$ cat config.mk
export PLATFORM = sky130hd
export DESIGN_NAME = agex_md_stage
export DESIGN_NICKNAME = d
export VERILOG_FILES = /design/src/rtl/agex_md_stage.sv
export SDC_FILE = /design/constraint.sdc
export NUM_CORES = 2
export LEC_CHECK = 0
export ABC_AREA = 1
export BUFFER_PORTS_ARGS = -buffer_cell sky130_fd_sc_hd__buf_2
export CAP_MARGIN = 20
export CORE_MARGIN = 10
export CORE_UTILIZATION = 35
export CTS_CLUSTER_DIAMETER = 40
export DETAILED_ROUTE_END_ITERATION = 10
export GPL_TIMING_DRIVEN = 0
export HOLD_SLACK_MARGIN = 0.03
export SYNTH_ARGS = -nofsm -noshare
export SYNTH_HDL_FRONTEND = slang
export SYNTH_SLANG_ARGS = --single-unit
$ cat constraint.sdc
create_clock -name clk -period 3.45 [get_ports clk]
set_input_delay 0.69 -clock clk [delete_from_list [all_inputs] [get_ports clk]]
set_output_delay 0.69 -clock clk [all_outputs]
set_load 0.03 [all_outputs]
$ cat src/rtl/agex_md_stage.sv
// agex_md_stage -- address-generation / execute stage of the 5-stage pipeline.
//
// Sits between the decode latch and the memory stage. It does single-cycle
// ALU, branch and address work, plus an iterative one-bit-per-cycle unit for
// MUL / DIVU / REMU. Its outputs are the AGEX latch and a registered branch
// redirect to fetch.
//
// Ports
//   clk, reset            rising-edge clock; asynchronous active-low reset
//   de_*                  decode latch: valid, inst, pc, op, inst_count,
//                         rs1/rs2 values, sign-extended imm, wr_reg, wregno
//   de_ready              stage accepts de_* this cycle
//   agex_*                AGEX latch consumed by the memory stage
//   br_redirect/br_target registered one-cycle taken-transfer pulse and PC
//
// The op encoding lives in agex_pkg so the decoder and any bench share it.

package agex_pkg;
  localparam int IOPBITS = 6;

  typedef enum logic [IOPBITS-1:0] {
    OP_NOP, OP_ADD, OP_SUB, OP_AND, OP_OR, OP_XOR, OP_SLL, OP_SRL, OP_SRA,
    OP_SLT, OP_SLTU, OP_ADDI, OP_ANDI, OP_ORI, OP_XORI, OP_SLLI, OP_SRLI,
    OP_SRAI, OP_SLTI, OP_SLTIU, OP_LUI, OP_AUIPC, OP_LW, OP_SW, OP_BEQ,
    OP_BNE, OP_BLT, OP_BGE, OP_BLTU, OP_BGEU, OP_JAL, OP_JALR, OP_MUL,
    OP_DIVU, OP_REMU
  } op_e;
endpackage

module agex_md_stage
  import agex_pkg::*;
#(
  parameter int DBITS     = 32,
  parameter int REGNOBITS = 5,
  parameter int MD_ITERS  = 32
) (
  input  logic                 clk,
  input  logic                 reset,
  input  logic                 de_valid,
  input  logic [31:0]          de_inst,
  input  logic [DBITS-1:0]     de_pc,
  input  logic [IOPBITS-1:0]   de_op,
  input  logic [DBITS-1:0]     de_inst_count,
  input  logic [DBITS-1:0]     de_rs1_val,
  input  logic [DBITS-1:0]     de_rs2_val,
  input  logic [DBITS-1:0]     de_imm,
  input  logic                 de_wr_reg,
  input  logic [REGNOBITS-1:0] de_wregno,
  output logic                 de_ready,
  output logic                 agex_valid,
  output logic [31:0]          agex_inst,
  output logic [DBITS-1:0]     agex_pc,
  output logic [IOPBITS-1:0]   agex_op,
  output logic [DBITS-1:0]     agex_inst_count,
  output logic [DBITS-1:0]     agex_aluout,
  output logic                 agex_wr_reg,
  output logic [REGNOBITS-1:0] agex_wregno,
  output logic                 agex_is_load,
  output logic                 agex_is_store,
  output logic [DBITS-1:0]     agex_wr_val,
  output logic                 br_redirect,
  output logic [DBITS-1:0]     br_target
);

  localparam int CW = (MD_ITERS > 1) ? $clog2(MD_ITERS) : 1;
  localparam logic [CW-1:0] CNT_LAST = CW'(MD_ITERS - 1);

  typedef enum logic [1:0] {S_IDLE, S_BUSY, S_DONE} state_e;

  // Everything the latch and the redirect register carry; an all-zero value
  // is a bubble, which keeps wr_reg/is_load/is_store low whenever valid is.
  typedef struct packed {
    logic                 valid;
    logic [31:0]          inst;
    logic [DBITS-1:0]     pc;
    logic [IOPBITS-1:0]   op;
    logic [DBITS-1:0]     inst_count;
    logic [DBITS-1:0]     aluout;
    logic                 wr_reg;
    logic [REGNOBITS-1:0] wregno;
    logic                 is_load;
    logic                 is_store;
    logic [DBITS-1:0]     wr_val;
    logic                 redirect;
    logic [DBITS-1:0]     target;
  } lat_t;

  op_e              op;
  logic             is_md, is_imm, taken, accept, md_start;
  logic [DBITS-1:0] opb, rs1_imm, br_tgt;
  lat_t             c, lat, skid, md_info, md_out;
  logic             skid_full;
  state_e           state, state_n;
  logic [CW-1:0]    cnt;
  logic [DBITS-1:0] md_a, md_b, md_acc;
  logic [DBITS:0]   rem_sh, diff;

  assign op     = op_e'(de_op);
  assign is_md  = op inside {OP_MUL, OP_DIVU, OP_REMU};
  assign is_imm = op inside {OP_ADDI, OP_ANDI, OP_ORI, OP_XORI, OP_SLLI,
                             OP_SRLI, OP_SRAI, OP_SLTI, OP_SLTIU};

  // Single-cycle result for whatever decode presents.
  // NOTE: every variable gets a default at the top of the block so that no
  // path through the case leaves it unassigned and infers a latch.
  always_comb begin
    opb          = is_imm ? de_imm : de_rs2_val;
    rs1_imm      = de_rs1_val + de_imm;
    br_tgt       = de_pc + de_imm;
    taken        = 1'b0;
    c            = '0;
    c.valid      = 1'b1;
    c.inst       = de_inst;
    c.pc         = de_pc;
    c.op         = de_op;
    c.inst_count = de_inst_count;
    c.wr_reg     = de_wr_reg;
    c.wregno     = de_wregno;
    c.wr_val     = de_rs2_val;
    case (op)
      OP_ADD, OP_ADDI:   c.aluout = de_rs1_val + opb;
      OP_SUB:            c.aluout = de_rs1_val - opb;
      OP_AND, OP_ANDI:   c.aluout = de_rs1_val & opb;
      OP_OR, OP_ORI:     c.aluout = de_rs1_val | opb;
      OP_XOR, OP_XORI:   c.aluout = de_rs1_val ^ opb;
      OP_SLL, OP_SLLI:   c.aluout = de_rs1_val << opb[4:0];
      OP_SRL, OP_SRLI:   c.aluout = de_rs1_val >> opb[4:0];
      OP_SRA, OP_SRAI:   c.aluout = $unsigned($signed(de_rs1_val) >>> opb[4:0]);
      OP_SLT, OP_SLTI:   c.aluout = {{(DBITS-1){1'b0}}, $signed(de_rs1_val) < $signed(opb)};
      OP_SLTU, OP_SLTIU: c.aluout = {{(DBITS-1){1'b0}}, de_rs1_val < opb};
      OP_LUI:            c.aluout = de_imm;
      OP_AUIPC:          c.aluout = de_pc + de_imm;
      OP_LW: begin
        c.aluout  = rs1_imm;
        c.is_load = 1'b1;
      end
      OP_SW: begin
        c.aluout   = rs1_imm;
        c.is_store = 1'b1;
      end
      OP_BEQ:  begin taken = de_rs1_val == de_rs2_val;                   c.wr_reg = 1'b0; end
      OP_BNE:  begin taken = de_rs1_val != de_rs2_val;                   c.wr_reg = 1'b0; end
      OP_BLT:  begin taken = $signed(de_rs1_val) < $signed(de_rs2_val);  c.wr_reg = 1'b0; end
      OP_BGE:  begin taken = $signed(de_rs1_val) >= $signed(de_rs2_val); c.wr_reg = 1'b0; end
      OP_BLTU: begin taken = de_rs1_val < de_rs2_val;                    c.wr_reg = 1'b0; end
      OP_BGEU: begin taken = de_rs1_val >= de_rs2_val;                   c.wr_reg = 1'b0; end
      OP_JAL: begin
        taken    = 1'b1;
        c.aluout = de_pc + DBITS'(4);
      end
      OP_JALR: begin
        taken    = 1'b1;
        c.aluout = de_pc + DBITS'(4);
        br_tgt   = {rs1_imm[DBITS-1:1], 1'b0};
      end
      default: ;
    endcase
    c.redirect = taken;
    c.target   = taken ? br_tgt : '0;
  end

  // One restoring-division step: shift the next dividend bit into the
  // remainder and subtract the divisor if that does not borrow. A zero
  // divisor never borrows, which naturally yields all-ones / the dividend.
  always_comb begin
    rem_sh = {md_acc, md_a[DBITS-1]};
    diff   = rem_sh - {1'b0, md_b};
    md_out = md_info;
    md_out.aluout = (op_e'(md_info.op) == OP_DIVU) ? md_a : md_acc;
  end

  // An instruction accepted in DONE cannot enter the latch at that edge
  // (the MD result does), so it waits one cycle in the skid register while
  // decode is held off.
  assign de_ready = (state != S_BUSY) && !skid_full;
  assign accept   = de_ready && de_valid && !lat.redirect;
  assign md_start = accept && is_md;

  always_ff @(posedge clk or negedge reset) begin
    if (!reset) state <= S_IDLE;
    else        state <= state_n;
  end

  always_comb begin
    state_n = state;
    case (state)
      S_IDLE: if (md_start) state_n = S_BUSY;
      S_BUSY: if (cnt == CNT_LAST) state_n = S_DONE;
      S_DONE: state_n = md_start ? S_BUSY : S_IDLE;
      default: state_n = S_IDLE;
    endcase
  end

  // NOTE: sequential state uses non-blocking assignments so every register
  // samples pre-edge values regardless of statement order.
  always_ff @(posedge clk or negedge reset) begin
    if (!reset) begin
      lat       <= '0;
      skid      <= '0;
      skid_full <= 1'b0;
      md_info   <= '0;
      md_a      <= '0;
      md_b      <= '0;
      md_acc    <= '0;
      cnt       <= '0;
    end else begin
      case (state)
        S_BUSY: begin
          lat <= '0;
          cnt <= cnt + 1'b1;
          if (op_e'(md_info.op) == OP_MUL) begin
            if (md_b[0]) md_acc <= md_acc + md_a;
            md_a <= md_a << 1;
            md_b <= md_b >> 1;
          end else if (!diff[DBITS]) begin
            md_acc <= diff[DBITS-1:0];
            md_a   <= {md_a[DBITS-2:0], 1'b1};
          end else begin
            md_acc <= rem_sh[DBITS-1:0];
            md_a   <= {md_a[DBITS-2:0], 1'b0};
          end
        end
        S_DONE: begin
          lat <= md_out;
          if (accept && !is_md) begin
            skid      <= c;
            skid_full <= 1'b1;
          end
        end
        default: begin
          if (skid_full) begin
            lat       <= skid;
            skid_full <= 1'b0;
          end else if (accept && !is_md) begin
            lat <= c;
          end else begin
            lat <= '0;
          end
        end
      endcase
      if (md_start) begin
        md_info <= c;
        md_a    <= de_rs1_val;
        md_b    <= de_rs2_val;
        md_acc  <= '0;
        cnt     <= '0;
      end
    end
  end

  assign agex_valid      = lat.valid;
  assign agex_inst       = lat.inst;
  assign agex_pc         = lat.pc;
  assign agex_op         = lat.op;
  assign agex_inst_count = lat.inst_count;
  assign agex_aluout     = lat.aluout;
  assign agex_wr_reg     = lat.wr_reg;
  assign agex_wregno     = lat.wregno;
  assign agex_is_load    = lat.is_load;
  assign agex_is_store   = lat.is_store;
  assign agex_wr_val     = lat.wr_val;
  assign br_redirect     = lat.redirect;
  assign br_target       = lat.target;

endmodule

## Yosys cells after proc, flatten, opt, wreduce, memory -nomap -nowiden

Index checks and enable logic that the tools add are counted.

| cells by class | value |
|---|---|
| add/subtract/negate cells | 8 |
| order comparisons | 6 |
| eq/ne operators | 46 |
| shift operators | 3 |
| multiplexer cells | 32 |
| bitwise operators | 4 |
| reduce and logical (&&, ||, !) cells | 30 |

Operator list:

| kind | count |
|---|---|
| 2-to-1 mux 32 bit | 14 |
| case mux 32 bit (14 select lines) | 1 |
| 2-to-1 mux 208 bit | 2 |
| case mux 208 bit (2 select lines) | 1 |
| adder 32 bit | 4 |
| < comparator 32 bit | 4 |
| equality test 6 x 5 -> 1 bit, second input constant | 16 |
| >= comparator 32 bit | 2 |
| equality test 6 x 4 -> 1 bit, second input constant | 8 |
| subtractor 33 x 32 -> 33 bit | 1 |
| adder 32 x 3 -> 32 bit, second input constant | 1 |
| AND 32 bit | 1 |
| equality test 32 bit | 1 |
| inequality test 32 bit | 1 |
| bitwise OR 32 bit | 1 |
| << shifter 32 x 5 -> 32 bit | 1 |
| right shift 32 x 5 -> 32 bit | 1 |
| >>> shifter 32 x 5 -> 32 bit | 1 |
| subtractor 32 bit | 1 |
| XOR 32 bit | 1 |
| equality test 6 bit, second input constant | 5 |
| equality test 6 x 3 -> 1 bit, second input constant | 4 |
| OR reduction 2 bit | 11 |
| equality test 6 x 2 -> 1 bit, second input constant | 2 |
| 23 further kinds | 44 |

| storage, ports and cells | value |
|---|---|
| bits in registers | 696 |
| input bits | 207 |
| output and inout bits | 209 |

## Logic depth before layout (Yosys ltp)

| depth | value |
|---|---|
| depth in word-level cells | 8 |
| mapped depth | 30 |
| gate-level depth less buffers | 28 |

## Least setup slack after synthesis

OpenSTA, ideal clock, no wires.

| timing path | value |
|---|---|
| kind | input-to-reg |
| start | input de_op[1] |
| end | register lat (netlist bit agex_aluout[19]) |
| setup time | 0.120 ns |
| arrival time | 3.780 ns |
| data required time | 3.330 ns |
| setup slack | -0.450 ns |
| stages on the path | 24 |
| path buffers | 3 |
| cells stage by stage | nand2_1 inv_2 nand3_4 nand3_4 buf_6 clkbuf_1 o21ai_0 inv_1 ha_1 clkbuf_1 nand2_1 nor4_1 nand2_1 nand3_1 a21oi_1 or2_2 nand3_1 nand4_1 nor2_1 nand2_1 nand2_1 nand2_1 nand2_1 nand2_1 |

| on the way | value |
|---|---|
| longest elaborated chain between the ends | 8 |
| elaborated cells on any way between the ends | 56 |
| those cells by class | add/sub: 2; eq/ne: 28; shift: 3; mux: 5; bitwise: 3; reduce/logical: 15 |

RTL lines:

| what | line | source |
|---|---|---|
| from (decl) | 42 | `input logic [IOPBITS-1:0] de_op,` |
| equality test 6 x 4 -> 1 bit or equality test 6 x 5 -> 1 bit (tied branches) | 100, 120 |  |
| nonzero test 9 bit | 100 | `assign is_imm = op inside {OP_ADDI, OP_ANDI, OP_ORI, OP_XORI, OP_SLLI,` |
| 2-to-1 mux 32 bit | 107 | `opb = is_imm ? de_imm : de_rs2_val;` |
| subtractor 32 bit, or another cell as far along | 122 | `OP_SUB: c.aluout = de_rs1_val - opb;` |
| case mux 32 bit (14 select lines) | 120 | `case (op)` |
| 2-to-1 mux 208 bit (*) | 234 | `end else if (accept && !is_md) begin` |
| 2-to-1 mux 208 bit (*) | 231 | `if (skid_full) begin` |
| case mux 208 bit (2 select lines) (*) | 207 | `case (state)` |
| to (signal assigned) | 224 | `lat <= md_out;` |
| to (signal assigned) | 232 | `lat <= skid;` |
| to (decl) | 91 | `lat_t c, lat, skid, md_info, md_out;` |

Mark *: on every way between the ends. The rest lies on a longest branch, timed or not.
A chain may end at the register's enable or synchronous reset.

## Worst setup path after layout

| timing path | value |
|---|---|
| start | input de_op[3] |
| end | register lat (netlist bit agex_aluout[16]) |

The elaborated chain is that of the path after synthesis.

==> impl_metrics.env <==
export IMPL_status="complete, but fails checks"
export IMPL_failed_checks="negative setup slack"
export IMPL_start_kind="input port"
export IMPL_cp_arrival_ps=4570
export IMPL_whs_endpoint="md_info[137]"
export IMPL_first_iter_violations=6967
export IMPL_hold_viol_final=0
export IMPL_clkLatencyLatePin_ps=750
export IMPL_reg_top3="skid: 208 flops, md_info: 176 flops"
export IMPL_fin_crit_sh_pct=116
export IMPL_worstReg2RegEnd="agex_aluout[2]"
export IMPL_coreArea_um2=138000
export IMPL_drc=0
export IMPL_min_delay_path_class="input port to flop"
export IMPL_fillers=14000
export IMPL_finClkSkew_ps=84.2
export IMPL_hp_start="de_op[0]"
export IMPL_min_period_ps=3990
export IMPL_synth_most_common_cell="nand2_1"
export IMPL_largest_register_ffs=208
export IMPL_fp_row_count=136
export IMPL_dp_slack_ps=-2720
export IMPL_path_class="input port to flop"
export IMPL_syn_avg_cell_area_um2=6.90
export IMPL_rr_startpoint="state[0]"
export IMPL_drt_pass1_iterations=6
export IMPL_r2r_setup_slack_ps=50
export IMPL_grt_overflow_total=0
export IMPL_grt_start_max_net_pins=119
export IMPL_syn_nets=7518
export IMPL_max_cap_violations=0
export IMPL_rsz0062_at_grt="true"
export IMPL_p_leak_nw=31.9
export IMPL_die_area_um2=154000
export IMPL_drive_gt1_share_pct=22.0
export IMPL_start_util_pct=35.3
export IMPL_max_slew_margin_pct=8.53
export IMPL_power_density_nw_per_um2=724
export IMPL_max_stage_delay_ps=470
export IMPL_vdd_drop_max_uv=528
export IMPL_hold_path_cell_count=3
export IMPL_whs_ps=215
export IMPL_syn_cell_area_um2=48600
export IMPL_antenna_found_initial=25
export IMPL_synth_cells=7044
export IMPL_cpLargestDelayFamily="simple AND/OR/NAND/NOR gates"
export IMPL_die_h_um=393
export IMPL_worstMarginPinSlew_ps=1370
export IMPL_largest_register="skid"
export IMPL_cpMostUsedCell="nand2_1"
export IMPL_groute_usage_overall_pct=34.5
export IMPL_grt_pass1_vias=52300
export IMPL_synthFlopType="dfrtp_1"
export IMPL_yosysWarnings=0
export IMPL_cts_sinks=696
export IMPL_drt_vias_per_instance=5.73
export IMPL_worstPathCellList="buf_12 > clkinvlp_4 > buf_4 > nand2_1 > nor2_1 > nand2_1 > inv_1 > clkbuf_2 > clkbuf_2 > nand2_1 > o2111ai_1 > a31oi_2 > nand4_1 > nor2_4 > nand3_4 > nand2_2 > nand2_1 > nand2_1 > nand2_1"
export IMPL_cts_max_level=3
export IMPL_drv_slew=0
export IMPL_ys_async_sr_fraction_pct=100
export IMPL_setup_viol_count_final=55
export IMPL_fin_nets=8350
export IMPL_final_area_um2=64300
export IMPL_crit_fanout=10
export IMPL_areaGrowthSynthToFinish_pct=32.3
export IMPL_yosysUniqueCellTypes=65
export IMPL_chipWidth_um=393
export IMPL_synth_top_cell_by_area="dfrtp_1"
export IMPL_required_ps=4030
export IMPL_cts_buffers=106
export IMPL_fin_cells=9773
export IMPL_io_pins=416
export IMPL_crit_buf_inv=6
export IMPL_max_freq_mhz=251
export IMPL_crit_path_top_delay_cell="a31oi_2"
export IMPL_crit_path_end_kind="flop"
export IMPL_clk_pin_slew_worst_paths_ps=60
export IMPL_placed_area_um2=53700
export IMPL_place_gp_congestion=1.06
export IMPL_dp_cells=9265
export IMPL_num_vias=56000
export IMPL_drt_wl_total_mm=279
export IMPL_setup_ws_ps=-536
export IMPL_dp_hpwl_mm=224
export IMPL_synth_edf_count=0
export IMPL_port_buffer_count=415
export IMPL_synth_seq_cells=696
export IMPL_cts_root_buf="clkbuf_16"
export IMPL_synth_yosys_seq_area_share_pct=35.8
export IMPL_synth_area_top_cells="dfrtp_1, nand2_1, o21ai_0"
export IMPL_tritoncts="yes"
export IMPL_wire_per_inst_um=28.6
export IMPL_ys_top_cells_by_count="nand2_1, o21ai_0, inv_1"
export IMPL_ff2ff_path_depth=8
export IMPL_ant_nets=0
export IMPL_yosysTopAreaCellShare_pct=35.8
export IMPL_cts_buffer_depth=3
export IMPL_grt_pass1_wl_mm=387
export IMPL_power_w=0.0466
-- metrics by stage --
step           TNS [ps]  utilization (%)
6_report         -13460             46.7
3_3_place_gp   -9721780             38.8
2_1_floorplan      -398                -
4_1_cts           -7340             44.6
5_1_grt          -15420             46.7
3_5_place_dp    -479030             39.0
-- routing by layer --
metal | vias up | routed length [um] | share of wire, % | GRT usage (%)
li1 | 25100 | - | - | -
met1 | 27300 | 115000 | 41 | 46.6
met2 | 2953 | 113000 | 40 | 49.8
met3 | 636 | 32500 | 12 | 10.2
met4 | 28 | 17900 | 6.4 | 17.0
met5 | - | 149 | 0.053 | 0
-- what timing repair did --
action | 4_1_cts | 5_1_grt
gates resized for setup | 635 | 476
pin swaps | 165 | 231
cloned | 5 | 3
buffers inserted | 157 | 154
hold buffers | 1 | 0
setup endpoints to repair | 608 | 232
endpoints found under the hold margin | 10 | 0
-- report_power, final --
part	internal (W)	switching (W)	total, W
Combinational	0.00672	0.0150	0.0217
Clock	0.00705	0.00443	0.0115
Sequential	0.0115	0.00193	0.0134
-- cell families (layout without fill, tap and decap cells) --
logic type	Yosys count	after routing	share of synthesized area, %
AO/OA/AOI/OAI	1567	1567	18.3
XOR/XNOR	79	79	1.42
adder cells (fa/ha/maj)	267	267	6.95
buffers and inverters	1087	2009	8.76
flip-flops	696	696	35.8
multiplexers	1	1	0.0206
other	0	13	0
AND/OR/NAND/NOR	3347	3347	28.7
-- layout by cell type (no fill, tap or decap), types with 104 or more instances in the layout --
cell type	count
nand3_1	543
ha_1	225
nor2_1	330
dfrtp_1	695
o21ai_0	747
nand2_2	118
clkbuf_16	113
buf_2	443
nand2_1	1927
clkbuf_1	181
buf_4	231
a21oi_1	257
a22o_1	104
inv_1	653
-- layout make-up --
class                   count  area, um2  share of cell area (%)
clock inverters            74        997                    1.55
clock buffers             124       2860                    4.45
repair buffers            737       5300                    8.23
well taps                1794       2240                    3.49
multi-input cells        5261      30700                    47.6
plain buffers             317       1870                    2.91
diodes                     13       32.5                  0.0506
inverters                 757       2960                    4.60
flip-flops and latches    696      17400                    27.1
-- worst reg2reg max path, cell delays in order (launching register included) --
cell and delay [ps]:
dfrtp_1 420, inv_1 90, ha_1 500, nand2_1 470
inv_1 190, clkbuf_1 620, clkbuf_2 540, o211ai_1 280
nand2_4 190
-- worst max-delay path by stage --
stage                     depth (start not counted)     start              end
final                                            19  de_op[3]  agex_aluout[16]
after global routing                             26  de_op[3]  agex_aluout[16]
after CTS                                        27  de_op[3]  agex_aluout[17]
after detailed placement                         25  de_op[1]  agex_aluout[31]
after global placement                            1     reset  agex_aluout[11]
after floorplan                                  27  de_op[3]  agex_aluout[11]
No activity file was read; power rests on OpenSTA's default activity.
